[src/rtl/mc_ctrl_fsm.sv]
// mc_ctrl_fsm -- multicycle MIPS control unit.
//
// A Moore FSM that steps the datapath through FETCH, DECODE and the
// per-class execute/memory/writeback states. It produces the
// write-enables and mux selects for PC, IR, MDR, the register file and
// the memory port. It also counts retired instructions.
//
// Ports:
//   clk, reset      clock, asynchronous active-high reset
//   OpCode, Funct   IR[31:26] and IR[5:0], decoded from DECODE onward
//   Zero            ALU zero flag, used by beq/bne
//   mem_ready       the current memory access completes this cycle
//   PCWrite, IRWrite, MemRead, MemWrite, RegWrite   write enables/requests
//   IorD, RegDst, MemtoReg, ALUSrcA, ALUSrcB, ALUOp, ExtOp, PCSource
//                   datapath mux selects and ALU control
//   illegal_op      one-cycle pulse in DECODE for an unknown opcode
//   state_o         current state code
//   retired         retired-instruction count, wraps modulo 2^CNT_W
module mc_ctrl_fsm #(
  parameter int          CNT_W    = 32,
  parameter logic [5:0]  JR_FUNCT = 6'h08
) (
  input  logic             clk,
  input  logic             reset,
  input  logic [5:0]       OpCode,
  input  logic [5:0]       Funct,
  input  logic             Zero,
  input  logic             mem_ready,
  output logic             PCWrite,
  output logic             IRWrite,
  output logic             MemRead,
  output logic             MemWrite,
  output logic             IorD,
  output logic             RegWrite,
  output logic [1:0]       RegDst,
  output logic [1:0]       MemtoReg,
  output logic             ALUSrcA,
  output logic [1:0]       ALUSrcB,
  output logic [1:0]       ALUOp,
  output logic             ExtOp,
  output logic [1:0]       PCSource,
  output logic             illegal_op,
  output logic [3:0]       state_o,
  output logic [CNT_W-1:0] retired
);

  typedef enum logic [3:0] {
    S_FETCH    = 4'd0,
    S_DECODE   = 4'd1,
    S_MEM_ADDR = 4'd2,
    S_MEM_RD   = 4'd3,
    S_LW_WB    = 4'd4,
    S_MEM_WR   = 4'd5,
    S_R_EXEC   = 4'd6,
    S_R_WB     = 4'd7,
    S_BRANCH   = 4'd8,
    S_JUMP     = 4'd9,
    S_I_EXEC   = 4'd10,
    S_I_WB     = 4'd11,
    S_JR       = 4'd12
  } state_t;

  localparam logic [5:0] OP_RTYPE = 6'h00;
  localparam logic [5:0] OP_J     = 6'h02;
  localparam logic [5:0] OP_JAL   = 6'h03;
  localparam logic [5:0] OP_BEQ   = 6'h04;
  localparam logic [5:0] OP_BNE   = 6'h05;
  localparam logic [5:0] OP_LW    = 6'h23;
  localparam logic [5:0] OP_SW    = 6'h2b;

  state_t           r_state;
  state_t           w_next;
  logic             w_illegal;
  logic             w_retire;
  logic [CNT_W-1:0] r_retired;

  // State register and retired-instruction counter.
  always_ff @(posedge clk or posedge reset) begin
    if (reset) begin
      r_state   <= S_FETCH;
      r_retired <= '0;
    end else begin
      r_state <= w_next;
      if (w_retire) begin
        r_retired <= r_retired + CNT_W'(1);
      end
    end
  end

  // Next-state logic. The DECODE fan-out also flags unknown opcodes.
  always_comb begin
    w_next    = S_FETCH;
    w_illegal = 1'b0;
    case (r_state)
      S_FETCH:    w_next = mem_ready ? S_DECODE : S_FETCH;
      S_DECODE: begin
        case (OpCode)
          OP_RTYPE:                w_next = (Funct == JR_FUNCT) ? S_JR : S_R_EXEC;
          OP_LW, OP_SW:            w_next = S_MEM_ADDR;
          OP_BEQ, OP_BNE:          w_next = S_BRANCH;
          OP_J, OP_JAL:            w_next = S_JUMP;
          6'h08, 6'h09, 6'h0a, 6'h0b,
          6'h0c, 6'h0d, 6'h0f:     w_next = S_I_EXEC;
          default: begin
            w_next    = S_FETCH;
            w_illegal = 1'b1;
          end
        endcase
      end
      S_MEM_ADDR: w_next = (OpCode == OP_SW) ? S_MEM_WR : S_MEM_RD;
      S_MEM_RD:   w_next = mem_ready ? S_LW_WB : S_MEM_RD;
      S_MEM_WR:   w_next = mem_ready ? S_FETCH : S_MEM_WR;
      S_LW_WB:    w_next = S_FETCH;
      S_R_EXEC:   w_next = S_R_WB;
      S_R_WB:     w_next = S_FETCH;
      S_BRANCH:   w_next = S_FETCH;
      S_JUMP:     w_next = S_FETCH;
      S_I_EXEC:   w_next = S_I_WB;
      S_I_WB:     w_next = S_FETCH;
      S_JR:       w_next = S_FETCH;
      default:    w_next = S_FETCH;
    endcase
  end

  // An instruction retires when one of its final states hands back to
  // FETCH. DECODE's illegal-opcode exit is deliberately not in this set.
  always_comb begin
    w_retire = 1'b0;
    if (w_next == S_FETCH) begin
      case (r_state)
        S_LW_WB, S_MEM_WR, S_R_WB, S_BRANCH,
        S_JUMP, S_I_WB, S_JR: w_retire = 1'b1;
        default:              w_retire = 1'b0;
      endcase
    end
  end

  // Moore outputs per state. Reset is applied combinationally at the end,
  // so FETCH's MemRead does not leak out while reset is held.
  always_comb begin
    PCWrite    = 1'b0;
    IRWrite    = 1'b0;
    MemRead    = 1'b0;
    MemWrite   = 1'b0;
    IorD       = 1'b0;
    RegWrite   = 1'b0;
    RegDst     = 2'b00;
    MemtoReg   = 2'b00;
    ALUSrcA    = 1'b0;
    ALUSrcB    = 2'b00;
    ALUOp      = 2'b00;
    ExtOp      = 1'b0;
    PCSource   = 2'b00;
    illegal_op = 1'b0;
    case (r_state)
      S_FETCH: begin
        MemRead = 1'b1;
        ALUSrcB = 2'b01;
        IRWrite = mem_ready;
        PCWrite = mem_ready;
      end
      S_DECODE: begin
        ALUSrcB    = 2'b11;
        ExtOp      = 1'b1;
        illegal_op = w_illegal;
      end
      S_MEM_ADDR: begin
        ALUSrcA = 1'b1;
        ALUSrcB = 2'b10;
        ExtOp   = 1'b1;
      end
      S_MEM_RD: begin
        MemRead = 1'b1;
        IorD    = 1'b1;
      end
      S_MEM_WR: begin
        MemWrite = 1'b1;
        IorD     = 1'b1;
      end
      S_LW_WB: begin
        RegWrite = 1'b1;
        MemtoReg = 2'b01;
      end
      S_R_EXEC: begin
        ALUSrcA = 1'b1;
        ALUOp   = 2'b10;
      end
      S_R_WB: begin
        RegWrite = 1'b1;
        RegDst   = 2'b01;
      end
      S_BRANCH: begin
        ALUSrcA  = 1'b1;
        ALUOp    = 2'b01;
        PCSource = 2'b01;
        PCWrite  = (OpCode == OP_BNE) ? ~Zero : Zero;
      end
      S_JUMP: begin
        PCWrite  = 1'b1;
        PCSource = 2'b10;
        // jal links PC+4; the PC register is not overwritten until this edge.
        if (OpCode == OP_JAL) begin
          RegWrite = 1'b1;
          RegDst   = 2'b10;
          MemtoReg = 2'b10;
        end
      end
      S_I_EXEC: begin
        ALUSrcA = 1'b1;
        ALUSrcB = 2'b10;
        ALUOp   = 2'b11;
        // andi/ori/lui use a zero-extended immediate.
        ExtOp   = !(OpCode == 6'h0c || OpCode == 6'h0d || OpCode == 6'h0f);
      end
      S_I_WB: begin
        RegWrite = 1'b1;
      end
      S_JR: begin
        PCWrite  = 1'b1;
        PCSource = 2'b11;
      end
      default: begin
        PCWrite = 1'b0;
      end
    endcase
    if (reset) begin
      PCWrite    = 1'b0;
      IRWrite    = 1'b0;
      MemRead    = 1'b0;
      MemWrite   = 1'b0;
      IorD       = 1'b0;
      RegWrite   = 1'b0;
      RegDst     = 2'b00;
      MemtoReg   = 2'b00;
      ALUSrcA    = 1'b0;
      ALUSrcB    = 2'b00;
      ALUOp      = 2'b00;
      ExtOp      = 1'b0;
      PCSource   = 2'b00;
      illegal_op = 1'b0;
    end
  end

  assign state_o = r_state;
  assign retired = r_retired;

endmodule

[config.mk]
export PLATFORM = sky130hd
export DESIGN_NAME = mc_ctrl_fsm
export DESIGN_NICKNAME = d
export VERILOG_FILES = /design/src/rtl/mc_ctrl_fsm.sv
export SDC_FILE = /design/constraint.sdc
export NUM_CORES = 1
export LEC_CHECK = 0
export CAP_MARGIN = 20
export CORE_MARGIN = 5
export CORE_UTILIZATION = 45
export CTS_BUF_LIST = sky130_fd_sc_hd__clkbuf_16
export DETAILED_ROUTE_END_ITERATION = 8
export PLACE_DENSITY = 0.78
export SETUP_SLACK_MARGIN = 0.3
export SLEW_MARGIN = 20
export SYNTH_ARGS = -nofsm -noshare
export SYNTH_HDL_FRONTEND = slang
export SYNTH_SLANG_ARGS = --single-unit
[constraint.sdc]
create_clock -name clk -period 3.9 [get_ports clk]
set_input_delay 0.78 -clock clk [delete_from_list [all_inputs] [get_ports clk]]
set_output_delay 0.78 -clock clk [all_outputs]
set_load 0.02 [all_outputs]
==> out/results.ini, run 1 <==
[outcome]
outcome = finished, final reports clean

[synth]
postSynth.asyncResetShare = 1.00
yosysMostFrequentCell = dfrtp_1
ys_top_cells_by_area = dfrtp_1 40%, xnor2_1 7.5%, xor2_1 5.9%, nor3_1 4.7%, nor2_1 3.7%
synth_nets = 253
ys_seq_area_frac = 0.404
synth_common_cells = 36 x dfrtp_1, 22 x nor2_1, 21 x nor3_1
ys.flop_type = dfrtp_1
ys_ff_latch = 36
synth_cell_types = 46
syn_avg_cell_area_um2 = 9.44
yosys_warnings = 0
synth_edf_count = 0
syn-instance-count = 236
syn_area_mm2 = 0.00223
synth_top_area_cell = dfrtp_1
yosysTopAreaCellShare = 0.404

[final_layout]
areaGrowthSynthToFinish_pct = 41.7
finalInstanceArea_mm2 = 0.00316
final_cells = 376
fillers = 389
fin_nets = 326
diodes = 0
final_layout_size_suffix_gt1_frac = 0.0939
finalCoreUtilization = 0.664

[critical_path]
worstRegToRegCells = 6
rrSetupSlack_ns = 1.72
cp-startpoint = OpCode[5]
startpoint_type = primary input
path_max_fanout = 6
crit_type = primary input to primary output
cp_cell_sequence = clkdlybuf4s50_1 -> nor3_4 -> nand2_1 -> nor4_2 -> a21o_1 -> clkdlybuf4s50_1
r2r_end = retired[29]$_DFFE_PP0P_
cpPeakStageDelay_ns = 0.59
worstPathArrival_ns = 2.69
critPathMostFrequentCell = clkdlybuf4s50_1
r2r_start = state_o[2]$_DFF_PP0_
critPathCapture = RegWrite
required_ns = 3.12
worst_setup_path_end_kind = primary output
cpMaxStageDelayCell = clkdlybuf4s50_1

[timing]
slew_viol_final = 0
relSlewSlack = 0.486
min_period_ns = 3.47
finClkSkew_ns = 0.00324
period_share = 0.890
rsz0062_at_grt = false
worst_pin_slew_ns = 0.770
whs_ns = 0.471
fin_setup_tns_ns = 0
max_freq_ghz = 0.288
timing_hold_violations_final = 0
setup_viol = 0

[routing]
wl_per_cell_um = 15.2
drc = 0
ant_nets = 0
first_iter_violations = 115
dr.pass1.iters = 4
avgViaCountPerCell = 5.39
drt-total-wl_mm = 5.73
vias = 2028

[hold_path]
hp-class = register to register

[run]
drv_cap = 0

[floorplan]
start_util = 0.468
die_h_um = 80.4
coreArea_mm2 = 0.00475
chipWidth_um = 80.4
num_rows = 25
die_area_mm2 = 0.00646
io_pins = 71

[global_routing]
overflow = 0
grt.total_usage = 0.191
grt_pass1_vias = 1952
antenna_found_initial = 0
grt_first_pass_wirelength_mm = 9.71
grt_max_degree = 38

[cts]
cts_tree = yes
clock_latency_ns = 0.27
cts_buffers = 5
cts.clk_slew.worst_paths_ns = 0.05
htree_levels = 2
cts_sinks = 36
clock_path_buffers = 2
cts-root-buf = clkbuf_16
hold_buffers = 0
cts_setup_buffers = 0

[placed_design]
dpl.hpwl_mm = 4.21
dpl.cell_count = 369
io_buffer_count = 70
placed_cell_area_mm2 = 0.00300
gp_congestion = 0.934

[power]
leakage_nw = 1.29
power_density_mw_per_mm2 = 490
irDropWorstVdd_mv = 0.203

[placed cells by master, fill, tap and decap left out, types with 6 or more instances in the layout]
cell and n:
clkdlybuf4s50_1 69, dfrtp_1 36, nor2_1 22, nand2_1 20, nor3_1 20, xnor2_1 19
xor2_1 15, nand3_1 14, inv_1 8, nand4_1 8, o21ai_0 6, buf_4 6
[critical path, delay by kind of cell]
| family | cells | cell delay (ns) |
|---|---|---|
| AOI/OAI and AO/OA | 1 | 0.12 |
| buffers and inverters | 2 | 1.13 |
| and+or+nand+nor | 3 | 0.65 |
[worst min path at each step]
stage	end	from	slack, ns	cells after the start
after detailed placement	retired[31]$_DFFE_PP0P_	retired[31]$_DFFE_PP0P_	0.47	1
after global placement	retired[31]$_DFFE_PP0P_	retired[31]$_DFFE_PP0P_	0.46	1
after floorplan	retired[31]$_DFFE_PP0P_	retired[31]$_DFFE_PP0P_	0.58	1
after CTS	retired[31]$_DFFE_PP0P_	retired[31]$_DFFE_PP0P_	0.47	1
after global routing	retired[31]$_DFFE_PP0P_	retired[31]$_DFFE_PP0P_	0.50	1
final	retired[31]$_DFFE_PP0P_	retired[31]$_DFFE_PP0P_	0.47	1
[area by class of cell]
type,count,area [µm²],share of cell area
Tap cell,67,83.8,0.0266
Clock inverter,2,7.51,0.00238
Clock buffer,5,125,0.0397
Multi-Input combinational cell,181,1250,0.397
Timing Repair Buffer,76,748,0.237
Inverter,9,37.5,0.0119
Sequential cell,36,901,0.285
[power breakdown]
group | leakage, nW | switching (mW) | total [mW] | internal [mW]
clock | 0.0648 | 0.136 | 0.364 | 0.228
sequential | 0.461 | 0.0493 | 0.469 | 0.419
combinational | 0.765 | 0.408 | 0.713 | 0.305
[kinds of logic (layout without fill, tap and decap cells)]
group | count (synthesis) | in the layout | synth area share
xor gates and xnor gates | 35 | 35 | 0.141
buffers and inverters | 19 | 92 | 0.0421
adders and majority gates | 1 | 1 | 0.00562
AOI/OAI and AO/OA | 24 | 24 | 0.103
muxes | 2 | 2 | 0.00955
and+or+nand+nor | 119 | 119 | 0.294
DFF | 36 | 36 | 0.404
[layer usage]
| metal | GRT usage | up-vias | part of all wire |
|---|---|---|---|
| li1 | - | 980 | - |
| met1 | 0.260 | 980 | 0.45 |
| met2 | 0.305 | 63 | 0.49 |
| met3 | 0.0561 | 5 | 0.055 |
| met4 | 0.0321 | 0 | 0.0072 |
| met5 | 0 | - | 0 |
[state kept, by name, summed over array words and instances (netlist names)]
signal	cells
state_o	4
retired	32
[through the flow]
stage	power, mW	setup WS, ns
finish	1.55	0.430
global route	1.65	0.320
CTS	1.55	0.365
detailed placement	1.18	0.252
global placement	1.18	0.307
floorplan	0.923	0.397
[repair_timing]
item                       4_1_cts  5_1_grt
cloned                           0        0
gates resized for setup          1        4
setup endpoints to repair        2        4
No activity file was read; power rests on OpenSTA's default activity.
==> run 2: changes to the inputs <==
- SETUP_SLACK_MARGIN: 0.3 -> default
==> out/results.ini, run 2 (synthesis results as in run 1) <==
[critical_path]
r2r_end = retired[29]$_DFFE_PP0P_
cpPeakStageDelay_ns = 0.59
rrSetupSlack_ns = 1.72
critPathTopFamily = buffers and inverters
crit_cells = 6
path_max_fanout = 6
worstPathArrival_ns = 2.87
required_ns = 3.12
cp_cell_sequence = clkdlybuf4s50_1 -> nor3_1 -> nand2_1 -> nor4_1 -> a21o_1 -> clkdlybuf4s50_1
critPathMostFrequentCell = clkdlybuf4s50_1
path_buf_inv = 2
worstRegToRegCells = 6
worst_setup_path_end_kind = primary output
startpoint_type = primary input
cpMaxStageDelayCell = clkdlybuf4s50_1
crit_type = primary input to primary output
r2r_start = state_o[2]$_DFF_PP0_

[power]
leakage_nw = 1.27
clkPwrFrac = 0.236
power_frac_comb = 0.461
internal_power_mw = 0.953
power_density_mw_per_mm2 = 493
irDropWorstVdd_mv = 0.203
power.switching_mw = 0.591
sw_frac_of_total = 0.383
p_seq_frac = 0.304

[run]
drv_cap = 0

[final_layout]
regArea_um2 = 901
multi_input_area_mm2 = 0.00123
fin_nets = 326
largest_reg_flops = 32
mostFrequentLayoutCells = 70 x clkdlybuf4s50_1, 36 x dfrtp_1, 22 x nor2_1, 21 x nor3_1, 20 x nand2_1
final_layout_size_suffix_gt1_frac = 0.0841
areaGrowthSynthToFinish_pct = 40.7
fillers = 390
finalInstanceArea_mm2 = 0.00313
diodes = 0
final_common_cell = clkdlybuf4s50_1

[floorplan]
die_area_mm2 = 0.00646
die_h_um = 80.4
coreArea_mm2 = 0.00475
io_pins = 71
start_util = 0.468
num_rows = 25
chipWidth_um = 80.4

[global_routing]
grt.total_usage = 0.190
grt_pass1_vias = 1956
grt_first_pass_wirelength_mm = 9.66
antenna_found_initial = 0
overflow = 0
grt_max_degree = 38

[cts]
clock_path_buffers = 2
cts.clk_slew.worst_paths_ns = 0.05
cts_setup_buffers = 0
cts_sinks = 36
htree_levels = 2
cts-resized-gates = 0
hold_buffers = 0
cts-root-buf = clkbuf_16
cts_tree = yes
clock_latency_ns = 0.27
cts_buffers = 5

[timing]
worst_pin_slew_ns = 0.775
relSlewSlack = 0.482
slew_viol_final = 0
period_share = 0.936
fin_setup_tns_ns = 0
rsz0062_at_grt = false
max_freq_ghz = 0.274
timing_hold_violations_final = 0
min_period_ns = 3.65
setup_viol = 0
finClkSkew_ns = 0.00318

[routing]
drc = 0
drt-total-wl_mm = 5.68
avgViaCountPerCell = 5.37
dr.pass1.iters = 4
ant_nets = 0
first_iter_violations = 129
wl_per_cell_um = 15.1
vias = 2019

[placed_design]
placed_cell_area_mm2 = 0.00300
gp_congestion = 0.934
io_buffer_count = 70
dpl.hpwl_mm = 4.21

[hold_path]
min_to = retired[31]$_DFFE_PP0P_
holdPathStages = 1
hp-class = register to register
hp-start = retired[31]$_DFFE_PP0P_

[outcome]
outcome = finished, final reports clean

run 2: cell types whose count changed in the layout (fill, tap and decap cells not counted):
cell / change
nor2b_2: -1
nor3_4: -1
nor3_1: +1
dlymetal6s2s_1: -1
nor2b_1: +1
clkdlybuf4s50_1: +1
nor4_1: +1
nor4_2: -1
run 2: layout make-up:
class,count,area share
multi-input combinational,181,0.393
sequential,36,0.288
timing repair buffer,76,0.238
clock buffer,5,0.0399
tap,67,0.0268
inverter,9,0.0120
clock inverter,2,0.00240
run 2: power by group through the flow:
stage	clock network [mW]	logic (mW)	registers, mW
floorplan	0	0.393	0.530
global placement	0	0.704	0.472
detailed placement	0	0.709	0.475
CTS	0.368	0.711	0.469
global route	0.394	0.770	0.479
finish	0.364	0.711	0.469
run 2: how the worst max path moves through the flow:
stage	startpoint	to	slack (ns)
detailed placement	OpCode[5]	RegWrite	0.25
CTS	OpCode[5]	RegWrite	0.25
floorplan	reset	RegWrite	0.40
global placement	OpCode[5]	RegWrite	0.31
finish	OpCode[5]	RegWrite	0.25
global route	OpCode[5]	RegWrite	0.07
run 2: layer usage:
metal,up-vias,track usage,share of wire
met3,5,0.0572,0.060
met1,969,0.259,0.45
met5,-,0,0
met2,67,0.301,0.48
li1,978,-,-
met4,0,0.0355,0.0072
run 2: metrics by stage:
stage / hold WS (ns) / utilization / total power [mW] / cells / setup slack (ns)
after CTS: 0.472 / 0.659 / 1.55 / 376 / 0.249
after global routing: 0.505 / 0.659 / 1.64 / 376 / 0.0715
after global placement: 0.461 / 0.631 / 1.18 / 369 / 0.307
after floorplan: 0.578 / - / 0.923 / 236 / 0.397
final: 0.471 / 0.659 / 1.54 / 376 / 0.251
after detailed placement: 0.465 / 0.631 / 1.18 / 369 / 0.252
